**config.mk**
```make
export PLATFORM = sky130hd
export DESIGN_NAME = bar_position_ctrl_flat
export DESIGN_NICKNAME = d
export VERILOG_FILES = /design/src/rtl/bar_position_ctrl_if.sv /design/src/rtl/bar_position_ctrl.sv /design/src/flat_wrapper.sv
export SDC_FILE = /design/constraint.sdc
export NUM_CORES = 1
export LEC_CHECK = 0
export ABC_AREA = 1
export CAP_MARGIN = 20
export CORE_ASPECT_RATIO = 0.7
export CORE_MARGIN = 4
export CORE_UTILIZATION = 57
export CTS_CLUSTER_DIAMETER = 80
export DETAILED_ROUTE_END_ITERATION = 7
export GPL_TIMING_DRIVEN = 0
export HOLD_SLACK_MARGIN = 0.06
export PLACE_DENSITY = 0.84
export SETUP_SLACK_MARGIN = 0.15
export SYNTH_ARGS = -nofsm -noshare
export SYNTH_HDL_FRONTEND = slang
export SYNTH_SLANG_ARGS = --single-unit
```
**constraint.sdc**
```tcl
create_clock -name CLK -period 2.9 [get_ports CLK]
set_input_delay 0.725 -clock CLK [delete_from_list [all_inputs] [get_ports CLK]]
set_output_delay 0.725 -clock CLK [all_outputs]
set_load 0.1 [all_outputs]
```
**src/rtl/bar_position_ctrl_if.sv**
```systemverilog
// bar_position_ctrl_if: custom-instruction handshake between the processor and bar_position_ctrl.
// Ports: ci_start/dataa carry a request to the controller; ci_done/result acknowledge it.
// The master modport is the processor side and the slave modport is the controller side.
interface bar_position_ctrl_if;
  logic        ci_start;
  logic [31:0] dataa;
  logic        ci_done;
  logic [31:0] result;

  modport master (output ci_start, output dataa, input ci_done, input result);
  modport slave  (input ci_start, input dataa, output ci_done, output result);
endinterface

```
**src/rtl/bar_position_ctrl.sv**
```systemverilog
// bar_position_ctrl: queues paddle-bar y updates and commits both bars atomically at a frame boundary.
// Latency: ci_start -> ci_done is at least 2 cycles. frame_stb -> y_bar update is fifo_level+2 cycles.
// Backpressure: a request stays in the pending register while the FIFO is full or a drain runs; ci_done is deferred until then.
// Ports: CLK, RST_BTN (async, active-low); ci (slave: ci_start, dataa[10]=bar select, dataa[9:0]=y, ci_done,
//        result={16'b0,frame_cnt}); frame_stb (start of vblank); y_bar1/y_bar2 (committed positions);
//        fifo_level (queue occupancy).
// Optional: define CLAMP_EN to clamp y to Y_MAX-BAR_H at enqueue time. Otherwise y passes unmodified.
module bar_position_ctrl #(
  parameter int FIFO_DEPTH = 4,
  parameter int Y_MAX      = 480,
  parameter int BAR_H      = 60,
  parameter int RESET_Y    = 210
) (
  input  logic                 CLK,
  input  logic                 RST_BTN,
  bar_position_ctrl_if.slave   ci,
  input  logic                 frame_stb,
  output logic [9:0]           y_bar1,
  output logic [9:0]           y_bar2,
  output logic [2:0]           fifo_level
);

  localparam int AW = (FIFO_DEPTH > 1) ? $clog2(FIFO_DEPTH) : 1;
  localparam int CW = $clog2(FIFO_DEPTH) + 1;
  localparam logic [9:0] Y_RST  = 10'(RESET_Y);
`ifdef CLAMP_EN
  localparam logic [9:0] Y_CEIL = 10'(Y_MAX - BAR_H);
`endif

  typedef struct packed {
    logic       sel;   // 0 = bar 1, 1 = bar 2
    logic [9:0] y;
  } entry_t;

  typedef enum logic [1:0] {
    ST_IDLE,
    ST_DRAIN,
    ST_PUBLISH
  } state_t;

  state_t          state, state_nxt;
  entry_t          pending, wr_entry, rd_entry;
  logic            pending_v;
  entry_t          mem [FIFO_DEPTH];
  logic [AW-1:0]   wr_ptr, rd_ptr;
  logic [CW-1:0]   count;
  logic [9:0]      work1, work2;
  logic [15:0]     frame_cnt;
  logic            full, empty, do_write, do_pop;

  // Upper instruction operand bits carry nothing for this block.
  logic unused_dataa;
  assign unused_dataa = ^ci.dataa[31:11];

  assign full       = (count == CW'(FIFO_DEPTH));
  assign empty      = (count == '0);
  assign rd_entry   = mem[rd_ptr];
  assign fifo_level = 3'(count);

  // Writes are held off during a drain so the queue being committed stays fixed.
  // This also means a write and a pop never coincide.
  assign do_write = pending_v && !full && (state != ST_DRAIN);

  always_comb begin
    wr_entry = pending;
`ifdef CLAMP_EN
    if (pending.y > Y_CEIL) wr_entry.y = Y_CEIL;
`endif
  end

  always_ff @(posedge CLK or negedge RST_BTN) begin
    if (!RST_BTN) state <= ST_IDLE;
    else          state <= state_nxt;
  end

  always_comb begin
    state_nxt = state;
    do_pop    = 1'b0;
    case (state)
      ST_IDLE: begin
        if (frame_stb && !empty) state_nxt = ST_DRAIN;
      end
      ST_DRAIN: begin
        do_pop = !empty;
        // The last entry is popped this cycle, so publish next.
        if (count <= CW'(1)) state_nxt = ST_PUBLISH;
      end
      ST_PUBLISH: begin
        state_nxt = ST_IDLE;
      end
      default: begin
        state_nxt = ST_IDLE;
      end
    endcase
  end

  // FIFO storage has no reset; occupancy is tracked by count and the pointers.
  always_ff @(posedge CLK) begin
    if (do_write) mem[wr_ptr] <= wr_entry;
  end

  always_ff @(posedge CLK or negedge RST_BTN) begin
    if (!RST_BTN) begin
      pending    <= '0;
      pending_v  <= 1'b0;
      wr_ptr     <= '0;
      rd_ptr     <= '0;
      count      <= '0;
      work1      <= Y_RST;
      work2      <= Y_RST;
      y_bar1     <= Y_RST;
      y_bar2     <= Y_RST;
      frame_cnt  <= '0;
      ci.ci_done <= 1'b0;
      ci.result  <= '0;
    end else begin
      // A start while a request is already pending is dropped.
      if (do_write) begin
        pending_v <= 1'b0;
      end else if (ci.ci_start && !pending_v) begin
        pending   <= entry_t'(ci.dataa[10:0]);
        pending_v <= 1'b1;
      end

      ci.ci_done <= do_write;
      if (do_write) ci.result <= {16'b0, frame_cnt};

      if (frame_stb) frame_cnt <= frame_cnt + 16'd1;

      if (do_write) begin
        wr_ptr <= wr_ptr + AW'(1);
        count  <= count + CW'(1);
      end else if (do_pop) begin
        rd_ptr <= rd_ptr + AW'(1);
        count  <= count - CW'(1);
      end

      // Entries are applied in FIFO order, so the last write to a bar wins.
      if (do_pop) begin
        if (rd_entry.sel) work2 <= rd_entry.y;
        else              work1 <= rd_entry.y;
      end

      if (state == ST_PUBLISH) begin
        y_bar1 <= work1;
        y_bar2 <= work2;
      end
    end
  end

endmodule

```
**src/flat_wrapper.sv**
```systemverilog
// flat-port wrapper written by rule: the top's interface ports become plain ports
module bar_position_ctrl_flat 
#(
  parameter int FIFO_DEPTH = 4,
  parameter int Y_MAX      = 480,
  parameter int BAR_H      = 60,
  parameter int RESET_Y    = 210
)
  (CLK, RST_BTN, frame_stb, y_bar1, y_bar2, fifo_level, ci_ci_start, ci_dataa, ci_ci_done, ci_result);
  bar_position_ctrl_if ci_i ();
  input  logic CLK;
  input  logic RST_BTN;
  input  logic frame_stb;
  output logic [9:0] y_bar1;
  output logic [9:0] y_bar2;
  output logic [2:0] fifo_level;
  input wire logic [$bits(ci_i.ci_start)-1:0] ci_ci_start;
  input wire logic [$bits(ci_i.dataa)-1:0] ci_dataa;
  output wire logic [$bits(ci_i.ci_done)-1:0] ci_ci_done;
  output wire logic [$bits(ci_i.result)-1:0] ci_result;
  assign ci_i.ci_start = ci_ci_start;
  assign ci_i.dataa = ci_dataa;
  assign ci_ci_done = ci_i.ci_done;
  assign ci_result = ci_i.result;
  bar_position_ctrl #(.FIFO_DEPTH(FIFO_DEPTH), .Y_MAX(Y_MAX), .BAR_H(BAR_H), .RESET_Y(RESET_Y)) u_core (.CLK(CLK), .RST_BTN(RST_BTN), .ci(ci_i), .frame_stb(frame_stb), .y_bar1(y_bar1), .y_bar2(y_bar2), .fifo_level(fifo_level));
endmodule
```
* After elaboration in Yosys (flattened, before gate mapping) *
Memory sizes are Yosys's and may differ from the RTL's.
Index checks and enable logic that the tools add are counted.

cells by class
  shifts and indexed selects = 0
  order comparisons = 1
  bitwise logic cells = 2
  multiplexer cells = 10
  reductions and logical operators = 16
  divide/modulo/power cells = 0
  add/subtract/negate cells = 5
  multipliers = 0
  eq/ne operators = 6

operator list
  kind                   number
  $add 16x1->16 const B  1
  $reduce_and 2->1       5
  $mux 3                 2
  $ne 2x1->1 const B     3
  $mux 1                 5
  $add 2x1->2 const B    2
  $logic_and 1x1->1      4
  $mux 2                 2
  $pmux 2 s2             1
  $reduce_bool 2->1      2
  $add 3x1->3 const B    1
  $eq 3x3->1 const B     1
  $le 3x1->1 const B     1
  $logic_not 1->1        3
  $logic_not 3->1        1
  $sub 3x1->3 const B    1
  $eq 2x1->1 const B     1
  $eq 2x2->1 const B     1
  $logic_not 2->1        1
  $not 1->1              2

word-level totals
  RAM bits = 44
  bits in read-only memories = 0
  latch bits = 0
  memories = 1
  output and inout bits = 56
  bits in registers = 94
  input bits = 36

memory list
  memory      words  bits a word  rd ports  clocked after memory_dff  write ports  line                     text
  u_core.mem  4      11           1         0                         1            bar_position_ctrl.sv:44  entry_t mem [FIFO_DEPTH];

* Logic depth before layout (Yosys ltp) *
  word-level depth = 6
  mapped depth = 9
  gate-level depth less buffers = 7

* Least setup slack after synthesis *
Ideal clock, no wire load.

  kind = register to register
  from = register u_core.count[0], in the netlist u_core.fifo_level[0]
  to = memory u_core.mem[0][0] (netlist bit), enable pin
  path slack = 0.179 ns
  buffers on the path = 1
  stages on the path, launching flop included = 7
  data arrival time = 2.343 ns
  cell sequence = dfrtp_1 > inv_1 > ha_1 > nand2_1 > nand3_4 > buf_2 > nor2_1

on the way
  cells in the longest elaborated chain, start to end = 6

ends and longest elaborated chain
  what                            line                      text
  start, declared                 bar_position_ctrl.sv:46   logic [CW-1:0] count;
  start signal, assigned          bar_position_ctrl.sv:132  count <= count + CW'(1);
  start signal, assigned          bar_position_ctrl.sv:135  count <= count - CW'(1);
  $eq 3x3->1                      bar_position_ctrl.sv:55   assign full = (count == CW'(FIFO_DEPTH));
  $logic_not 1->1                 bar_position_ctrl.sv:62   assign do_write = pending_v && !full && (state != ST_DRAIN);
  $logic_and 1x1->1 (2 in a row)  bar_position_ctrl.sv:62
  $mux 1                          bar_position_ctrl.sv:99   if (do_write) mem[wr_ptr] <= wr_entry;
  $mux 1 (not written as such)    bar_position_ctrl.sv:99
  end, declared                   bar_position_ctrl.sv:44

Every way passes these cells.

* Worst setup path in the final report *
  from = register u_core.count[2], in the netlist u_core.fifo_level[2]
  to = output port fifo_level[2]

RTL lines
  what           line                text
  end, declared  flat_wrapper.sv:16  output logic [2:0] fifo_level;

No word-level cell between the ends.

==> key figures <==
Job
  – Max Cap Violations: 0

Global routing
  – GRT Residual Overflow: 0
  – Vias in the first global route: 3895
  – First-pass GRT wire length: 19210 microns
  – Largest net degree at the start of global routing: 51
  – Gr usage total: 21.32%
  – Initial antenna violation count: 0

STA
  – Final Max Slew Viols: 0
  – Tcrit/Tclk final: 93.65%
  – Final setup fails: 0
  – RSZ-0062 raised after global routing: no
  – Final Hold Vio Count: 0
  – Fin worst setup slack: 0.1842 ns
  – F_max: 368.2 MHz
  – Hold Slack: 0.3056 ns
  – Worst rel slew slack: 28.58%
  – Fin Clk Skew: 0.007861 ns
  – Slew @ Worst Pin: 1.067 ns
  – Tmin final: 2.716 ns

Finish
  – Final nets: 641
  – Area growth syn-to-layout: 25.19%
  – Most common cell after layout, fill and taps aside: nand2_1
  – Layout cell share with drive strength beyond 1: 19.70%
  – Commonest non-fill, non-tap cells in the layout: 135 x nand2_1, 78 x dfrtp_1, 44 x inv_1, 44 x edfxtp_1, 42 x clkdlybuf4s50_1
  – Diodes inserted: 0

Floorplanning
  – CORE AREA: 9759 sq um
  – Die Wd: 127.9 microns
  – # IOs: 92
  – Die area: 11760 sq um
  – Row count: 30
  – Initial Utilization: 58.78%
  – Die Height: 91.94 microns

Yosys
  – Synth Cell Area: 5737 sq um
  – Yosys reg bits: 138
  – Syn avg cell area: 11.32 sq um
  – Area leader, netlist: dfrtp_1
  – Syn. warnings: 0
  – Cell count after synthesis: 507
  – Synth unique cells: 27
  – Top cells by area, synth: dfrtp_1 34%, edfxtp_1 23%, nand2_1 8.8%
  – Synth top area share: 34.02%
  – Register area share after synthesis: 64.38%

Clocking
  – TritonCTS Buffers: 17
  – CTS sink cnt: 138
  – Reg clk slew, reported paths: 0.05 ns
  – Worst skew pair latency: 0.42 ns
  – CTS Buffer Depth: 2
  – Setup bufs post-CTS: 0
  – CTS tree: done
  – CTS root buffer: clkbuf_16
  – CTS HTree Levels: 4

Worst setup path
  – CP bufs+invs: 1
  – Crit start category: register
  – CP Cell Sequence: clkdlybuf4s50_1
  – CP startpoint: u_core.fifo_level[2]
  – Max stage delay on crit path: 1.16 ns
  – Maximum fanout along the worst path: 4
  – Setup crit end kind: output pin
  – Crit path kind: reg -> out
  – CP max-delay cell: clkdlybuf4s50_1
  – Critical path required time: 2.17 ns
  – Worst path top cell family by delay: buffers and inverters
  – Critical R2R Launch: u_core.fifo_level[0]
  – CP arrival: 1.99 ns

Hold path
  – Hold WC Path Type: in -> async

Place
  – RePlAce Congestion: 0.8885
  – Port bufs: 53
  – Worst slack at placement: 0.3161 ns
  – Hpwl dp: 7683 microns

Route
  – Via-to-Cell Ratio: 5.194
  – Pre-Repair DR Iteration Count: 7
  – Avg WL per Cell: 16.18 microns
  – Via count: 3828
  – Post-route ant nets: 0
  – DRT iter0 DRCs: 321
  – WL final: 11920 microns
  – Detailed-route DRC error count: 0

Outcome
  – Status: complete, no violations
what timing repair did:
action,in CTS,in global routing
gates resized for setup,10,0
endpoints found under the setup margin,10,0
hold buffers,0,0
kinds of logic after synthesis:
kind of cell	after synthesis	share of synthesized area [%]
and+or+nand+nor	185	13.44
muxes	31	6.085
other	1	0.06537
buffers and inverters	80	7.001
DFF	138	64.38
adders and majority gates	9	1.963
AOI/OAI and AO/OA	50	5.082
xor gates and xnor gates	13	1.985
state kept, by name (all words and copies together) (netlist names):
register / cells
u_core.mem: 44
u_core.ci.result: 16
u_core.frame_cnt: 16
u_core.pending: 11
u_core.work1: 10
u_core.work2: 10
u_core.y_bar1: 10
u_core.y_bar2: 10
u_core.fifo_level: 3
u_core.rd_ptr: 2
u_core.state: 2
u_core.wr_ptr: 2
u_core.ci.ci_done: 1
u_core.pending_v: 1
cell usage after synthesis:
library cell  count
ha_1              9
nor2_1           22
buf_6             2
edfxtp_1         44
buf_4            19
mux2_2           31
nand3_2           3
nand3_4           1
nor2_4            1
conb_1            1
o21ai_0          16
o21ai_1          20
xor2_1           13
o211ai_1         12
nand2_2           1
nand4_1           5
nand2_1         135
buf_2            12
dfrtp_1          78
a21oi_4           1
inv_2             1
inv_1            44
a21oi_1           1
buf_1             1
nand3_1          17
dfstp_2          16
clkbuf_1          1
routing by layer:
metal	part of all wire [%]	GRT usage, %
met2	47	32.62
met3	6.2	6.112
met4	1.4	6.537
met5	0	0
met1	45	29.79
worst reg2reg max path, delay by kind of cell (launching register included):
family,cells,cell delay (ns)
adder cells (fa/ha/maj),1,0.27
buffers and inverters,2,0.34
flip-flops,1,0.45
AND/OR/NAND/NOR,3,1.10
area by class of cell:
cell class	instances	area (sq um)
buffer	35	232.7
clock buffer	23	521.8
clock inverter	9	152.6
fill	652	2577
inverter	45	168.9
multi-input combinational	304	1698
sequential	138	3694
tap	128	160.2
timing repair buffer	55	554.3
final timing paths:
path                       cells past startpoint              endpoint  slack, ns
setup / recovery                               1         fifo_level[2]       0.18
hold / removal                                 1  u_core.fifo_level[2]       0.31
setup reg to reg                               6      u_core.mem[0][8]       0.37
hold reg to reg                                2       u_core.work2[1]       0.48
max in group asynchronous                      2  u_core.frame_cnt[14]       1.96
min in group CLK                               2       u_core.work2[1]       0.48
stage by stage:
step / area [sq um] / utilization [%] / TNS [ns] / instances
after floorplan: 5793 / - / 0 / 522
after global placement: 6484 / 66.44 / -186.24 / 703
after detailed placement: 6509 / 66.69 / 0 / 704
after CTS: 7171 / 73.47 / 0 / 736
after global routing: 7182 / 73.59 / 0 / 737
final: 7182 / 73.59 / 0 / 737
Power is left out: the tool's default activity adds up to more than one toggle a clock period on the data nets, which glitch-free logic cannot reach.
